**config.mk**
```make
export PLATFORM = sky130hd
export DESIGN_NAME = riot_timer_bank
export DESIGN_NICKNAME = d
export VERILOG_FILES = /design/src/rtl/riot_timer_bank.sv
export SDC_FILE = /design/constraint.sdc
export NUM_CORES = 1
export LEC_CHECK = 0
export CAP_MARGIN = 20
export CELL_PAD_IN_SITES_DETAIL_PLACEMENT = 1
export CELL_PAD_IN_SITES_GLOBAL_PLACEMENT = 2
export CORE_MARGIN = 2
export CORE_UTILIZATION = 42
export DETAILED_ROUTE_END_ITERATION = 8
export MAX_ROUTING_LAYER = met4
export PLACE_DENSITY = 0.95
export SYNTH_ARGS = -nofsm -noshare
export SYNTH_HDL_FRONTEND = slang
export SYNTH_SLANG_ARGS = --single-unit
export TNS_END_PERCENT = 1
```
**constraint.sdc**
```tcl
create_clock -name phi2 -period 3.5 [get_ports phi2]
set_input_delay 0.35 -clock phi2 [delete_from_list [all_inputs] [get_ports phi2]]
set_output_delay 0.35 -clock phi2 [all_outputs]
set_load 0.1 [all_outputs]
```
**src/rtl/riot_timer_bank.sv**
```systemverilog
// Bank of NUM_CH 8-bit interval timers (6530 style) with selectable prescale,
// per-channel IRQ enable and an optional auto-reload mode.
module riot_timer_bank #(
    parameter int NUM_CH    = 2,
    parameter int DIV1_LOG2 = 3,
    parameter int DIV2_LOG2 = 6,
    parameter int DIV3_LOG2 = 10
) (
    input  logic       phi2,
    input  logic       rst_n,
    input  logic       cs,
    input  logic       we_n,
    input  logic [4:0] A,
    input  logic [7:0] DI,
    output logic [7:0] DO,
    output logic       OE,
    output logic       irq,
    output logic       irq_oe
);
    localparam int PW = DIV3_LOG2;
    localparam logic [PW-1:0] LAST1 = PW'((1 << DIV1_LOG2) - 1);
    localparam logic [PW-1:0] LAST2 = PW'((1 << DIV2_LOG2) - 1);
    localparam logic [PW-1:0] LAST3 = PW'((1 << DIV3_LOG2) - 1);

    logic [7:0]        cnt    [NUM_CH];
    logic [7:0]        reload [NUM_CH];
    logic [1:0]        sel    [NUM_CH];
    logic [PW-1:0]     pre    [NUM_CH];
    logic [NUM_CH-1:0] flag, irq_en, mode, fast;
    logic [NUM_CH-1:0] hit, tick, underflow;
    logic              in_range, wr;
    logic [7:0]        rd_data;

    function automatic logic [PW-1:0] last_of(input logic [1:0] s);
        case (s)
            2'd1:    return LAST1;
            2'd2:    return LAST2;
            default: return LAST3;
        endcase
    endfunction

    assign in_range = int'(A[4:3]) < NUM_CH;
    assign wr       = cs & ~we_n & in_range;

    // NOTE: every variable written here gets a default first so no latch is inferred.
    always_comb begin
        hit       = '0;
        tick      = '0;
        underflow = '0;
        for (int c = 0; c < NUM_CH; c++) begin
            hit[c]       = in_range && (A[4:3] == 2'(c));
            tick[c]      = (sel[c] == 2'd0) || fast[c] || (pre[c] == last_of(sel[c]));
            underflow[c] = tick[c] && (cnt[c] == 8'h00);
        end
    end

    // Later non-blocking assignments override earlier ones, giving the
    // write > underflow-set > read-clear priority.
    always_ff @(posedge phi2) begin
        for (int c = 0; c < NUM_CH; c++) begin
            if (!rst_n) begin
                // NOTE: the per-channel register arrays are small flops, not RAM, so all of them are reset.
                cnt[c]    <= 8'hFF;
                reload[c] <= 8'hFF;
                sel[c]    <= 2'd3;
                pre[c]    <= '0;
                flag[c]   <= 1'b0;
                irq_en[c] <= 1'b0;
                mode[c]   <= 1'b0;
                fast[c]   <= 1'b0;
            end else begin
                pre[c] <= tick[c] ? '0 : pre[c] + 1'b1;
                if (cs && we_n && hit[c] && !A[2] && !underflow[c])
                    flag[c] <= 1'b0;
                if (tick[c]) begin
                    if (!underflow[c]) begin
                        cnt[c] <= cnt[c] - 8'd1;
                    end else begin
                        flag[c] <= 1'b1;
                        if (mode[c]) begin
                            cnt[c] <= reload[c];
                        end else begin
                            cnt[c]  <= 8'hFF;
                            fast[c] <= 1'b1;
                        end
                    end
                end
                if (wr && hit[c] && !A[2]) begin
                    cnt[c]    <= DI;
                    reload[c] <= DI;
                    sel[c]    <= A[1:0];
                    pre[c]    <= '0;
                    flag[c]   <= 1'b0;
                    fast[c]   <= 1'b0;
                end
                if (wr && hit[c] && A[2] && (A[1:0] == 2'd0)) begin
                    irq_en[c] <= DI[0];
                    mode[c]   <= DI[1];
                end
            end
        end
    end

    // Out-of-range channels match no hit bit and therefore read as zero.
    always_comb begin
        rd_data = 8'h00;
        for (int c = 0; c < NUM_CH; c++) begin
            if (hit[c]) begin
                if (!A[2])
                    rd_data = cnt[c];
                else if (A[1:0] == 2'd0)
                    rd_data = {6'b0, mode[c], irq_en[c]};
                else if (A[1:0] == 2'd1)
                    rd_data = 8'(flag);
            end
        end
    end

    always_ff @(posedge phi2) begin
        if (!rst_n) begin
            DO <= 8'h00;
            OE <= 1'b0;
        end else begin
            OE <= cs & we_n;
            if (cs && we_n)
                DO <= rd_data;
        end
    end

    assign irq    = ~|(flag & irq_en);
    assign irq_oe = |irq_en;

endmodule

```
After elaboration in Yosys (flattened, before gate mapping)
Memories as Yosys holds them, arrays and structs flattened.
Cells that the tools add are included.
{ "op_classes": {"add_sub_neg": 4, "magnitude_cmp": 1, "eq_ne": 8, "n_mux": 70, "bitwise": 24, "reduce_logical": 39} }
{ "ops": {"columns": ["op", "count"], "rows": [
  ["$mux 8", 16],
  ["$mux 10", 6],
  ["$mux 1", 42],
  ["$pmux 10 s2", 2],
  ["$add 10x1->10 const B", 2],
  ["$eq 10x10->1", 2],
  ["$logic_and 1x1->1", 19],
  ["$logic_not 8->1", 2],
  ["$or 1x1->1", 16],
  ["$sub 8x1->8 const B", 2],
  ["$eq 2x1->1 const B", 4],
  ["$logic_not 2->1", 4],
  ["$mux 2", 4],
  ["$reduce_or 2->1", 4],
  ["$reduce_and 3->1", 2],
  ["$eq 2x2->1 const B", 2],
  ["$logic_not 1->1", 4],
  ["$logic_or 1x1->1", 4],
  ["$not 1->1", 4],
  ["$and 1x1->1", 3],
  ["$and 2x2->2", 1],
  ["$lt 2x2->1 const B", 1]
]} }
{ "word_totals": {"ff_bits": 17, "ram_bits": 56, "output_inout_bits": 11, "wordCells": 160, "n_memories": 4} }
{ "memory_table": {"columns": ["memory", "words", "word_bits", "read_ports", "rd_ports_with_merged_regs", "wr", "line_no", "rtl"], "rows": [
  ["pre", 2, 10, 2, 0, 2, "28", "logic [PW-1:0] pre [NUM_CH];"],
  ["cnt", 2, 8, 2, 0, 2, "25", "logic [7:0] cnt [NUM_CH];"],
  ["reload", 2, 8, 2, 0, 2, "26", "logic [7:0] reload [NUM_CH];"],
  ["sel", 2, 2, 2, 0, 2, "27", "logic [1:0] sel [NUM_CH];"]
]} }

Depth between registers and ports, before layout
An unclocked memory read counts as a cell.
{ "depth": {"word_depth": 14, "ltp_mapped": 8, "depth_no_buf": 7} }

Worst setup path before layout
OpenSTA, ideal clock, no wires.
{ "synth_path": {"path_type": "register to output", "from": "register irq_en[1]", "to": "output port irq", "arrival_time_ns": 1.870, "path_slack_ns": 1.280, "stages_incl_launch_ff": 2, "path_cell_list": "dfxtp_1 > a22oi_1"} }
{ "synth_between": {"elab_chain_len": 3} }
{ "synth_rtl": {"columns": ["element", "line_no", "rtl"], "rows": [
  ["start, declared", "29", "logic [NUM_CH-1:0] flag, irq_en, mode, fast;"],
  ["start signal, assigned by index", "97", "irq_en[c] <= DI[0];"],
  ["$and 2x2->2", "130", "assign irq = ~|(flag & irq_en);"],
  ["$reduce_or 2->1", "130", null],
  ["$logic_not 1->1", "130", null],
  ["end, declared", "17", "output logic irq,"]
]} }
Every way passes these cells.

Worst setup path in the final report
Same ends and word-level chain as after synthesis.

==> flow_metrics.py <==
metrics = {
    "sta": {
        "skew_ns": 0.0138,
        "max_freq_mhz": 412,
        "rsz0062_at_grt": "false",
        "hold_ws_ns": 0.460,
        "finalSetupViolCount": 0,
        "layout_min_cycle_time_ns": 2.43,
        "fin_tns_setup_ns": 0,
        "timing.slew.headroom": 0.341,
        "slew_viol_final": 0,
        "tightest_slew_ns": 0.985,
        "period_share": 0.694,
        "finalWorstSetupSlack_ns": 1.07,
        "final_hold_viol_count": 0,
    },
    "placement": {
        "dpl.hpwl_mm": 6.50,
        "place.gp.congestion": 0.822,
        "numPortBuffers": 27,
        "dp_slack_ns": 0.748,
        "dp_cells": 487,
    },
    "setup_path": {
        "cp.required_ns": 3.15,
        "path_buf_inv": 1,
        "crit_path_max_incr_delay_ns": 1.18,
        "worst-path-max-fanout": 4,
        "slowest_stage": "clkdlybuf4s50_1",
        "crit_path_start_kind": "flop",
        "crit_type": "flop to primary output",
        "cp-end-kind": "primary output",
        "crit_chain": "a22oi_1 -> clkdlybuf4s50_1",
        "worstPathArrival_ns": 2.08,
        "crit_family": "buffers and inverters",
    },
    "yosys": {
        "synth_edf_count": 46,
        "ys_ff_latch": 73,
        "async_flop_share": 0,
        "netlist-cell-type-count": 51,
        "netlist_area_mm2": 0.00374,
        "ys.flop_type": "edfxtp_1",
        "yosys_warnings": 0,
        "yosysSeqAreaShare": 0.514,
        "synth.avg_cell_area_um2": 10.7,
        "synth_top_area_share": 0.370,
        "yosys.area.top_type": "edfxtp_1",
        "synthCells": 349,
        "yosys-top-cells-area": "edfxtp_1, dfxtp_1, or2_2",
    },
    "cts": {
        "path_clk_slew_ns": 0.07,
        "cts_tree": "built",
        "cts_root_buffer": "clkbuf_8",
        "clockBufferDepth": 2,
        "clock_latency_ns": 0.35,
        "h-tree-depth": 3,
        "hold_buffers": 0,
        "cts.sinks": 73,
        "post-cts-setup-buffers": 0,
        "numCtsBuffers": 9,
        "post_cts_resized": 0,
    },
    "finish": {
        "syn2layout_area_growth_pct": 16.0,
        "fin_cells": 503,
        "drive_gt1_frac": 0.142,
        "antenna_cells": 0,
        "fillers": 990,
        "layout.nets": 416,
    },
    "routing": {
        "num_vias": 2710,
        "drtPass1Iterations": 4,
        "wire_per_inst_um": 17.7,
        "drt_wl_total_mm": 8.91,
        "drcViolationCount": 0,
        "routed_via_density": 5.39,
        "drt-initial-drc-count": 133,
        "antenna_left": 0,
    },
    "outcome": {
        "status": "complete, no violations",
    },
    "floorplan": {
        "die-area_mm2": 0.00967,
        "ios": 28,
        "die_h_um": 98.3,
        "die_w_um": 98.3,
        "initial_core_util": 0.431,
        "num_rows": 34,
        "core-area_mm2": 0.00868,
    },
    "global_routing": {
        "grt_pass1_vias": 2872,
        "grt_max_degree": 19,
        "grt.overflow.total": 0,
        "grt_antenna_before_repair": 0,
        "grt_pass1_wl_mm": 14.6,
        "gr-usage-all-layers": 0.198,
    },
    "run": {
        "cap_violations": 0,
    },
    "worst_hold_path": {
        "hold_path_class": "flop to flop",
    },
    "power": {
        "total_power_mw": 1.77,
        "power_density_mw_per_mm2": 408,
        "p_leak_nw": 1.56,
        "ir_worst_vdd_uv": 191,
    },
}
-- final cells by class --
class	count	area, um2	share of cell area
clock buffer	10	128	0.0294
inverter	13	48.8	0.0113
multi-input combinational	264	1760	0.405
tap	108	135	0.0312
sequential	73	1920	0.443
clock inverter	6	60.1	0.0139
timing repair buffer	29	285	0.0658
-- routing by layer --
metal / track usage / up-vias / part of all wire
met4: 0.0927 / 0 / 0.031
met5: - / - / 0
li1: - / 1328 / -
met1: 0.246 / 1304 / 0.46
met3: 0.0258 / 21 / 0.034
met2: 0.322 / 57 / 0.48
-- synth_stat cells, drive strengths merged (3+ instances only) --
library cell	n
or2	24
nand4	3
nand2b	4
mux2	3
xor2	9
edfxtp	46
clkbuf	4
and3	4
dfxtp	27
xnor2	15
nand3b	4
mux2i	11
nand2	22
nor2	42
nand4b	3
a222oi	6
a22oi	3
nand3	11
a21oi	7
buf	4
o21ai	10
ha	9
o22ai	4
o31ai	3
inv	13
a21boi	16
nor2b	12
nor3	10
-- cell usage in the layout, fill, tap and decap left out, types with 10 or more instances in the layout --
| master | netlist | final |
|---|---|---|
| nand3_1 | 11 | 11 |
| conb_1 | 1 | 10 |
| mux2i_1 | 11 | 11 |
| a21boi_1 | 16 | 16 |
| nor2_1 | 38 | 38 |
| xnor2_1 | 15 | 15 |
| inv_1 | 13 | 13 |
| o21ai_0 | 10 | 10 |
| or2_2 | 23 | 23 |
| dfxtp_1 | 27 | 27 |
| nor2b_1 | 12 | 12 |
| nand2_1 | 21 | 21 |
| clkdlybuf4s50_1 | 0 | 27 |
| edfxtp_1 | 46 | 46 |
-- worst paths after layout --
kind | from | endpoint | slack, ns | cells after the start
worst max-delay path | irq_en[1]$_SDFFE_PN0P_ | irq | 1.07 | 2
worst min-delay path | pre[0][0]$_SDFF_PP0_ | pre[0][0]$_SDFF_PP0_ | 0.46 | 1
worst max register to register | cnt[0][3]$_DFFE_PP_ | cnt[0][2]$_DFFE_PP_ | 1.10 | 5
worst min register to register | pre[0][0]$_SDFF_PP0_ | pre[0][0]$_SDFF_PP0_ | 0.46 | 1
-- metrics by stage --
stage,area [um2],util
final,4340,0.500
after global routing,4340,0.500
after CTS,4340,0.500
after detailed placement,4150,0.478
after global placement,4150,0.478
after floorplan,3770,-
-- logic make-up (layout without fill, tap and decap cells) --
logic type,count (synthesis),after routing,synth area share
AOI/OAI and AO/OA,58,58,0.113
xor gates and xnor gates,24,24,0.0562
adders and majority gates,9,9,0.0301
buffers and inverters,21,58,0.0248
DFF,73,73,0.514
muxes,14,14,0.0385
other,1,10,0.00100
and+or+nand+nor,149,149,0.222
-- power breakdown --
part,internal (mW),total (mW),switching (mW)
registers,0.946,0.966,0.0204
logic,0.0600,0.158,0.0976
clock network,0.326,0.647,0.321
-- sequential cells by signal, indices dropped and copies added (netlist names) --
register and cells:
pre 20, cnt 16, reload 16, DO 8, sel 4, fast 2
flag 2, irq_en 2, mode 2, OE 1
Power figures use the tool's default switching activity.
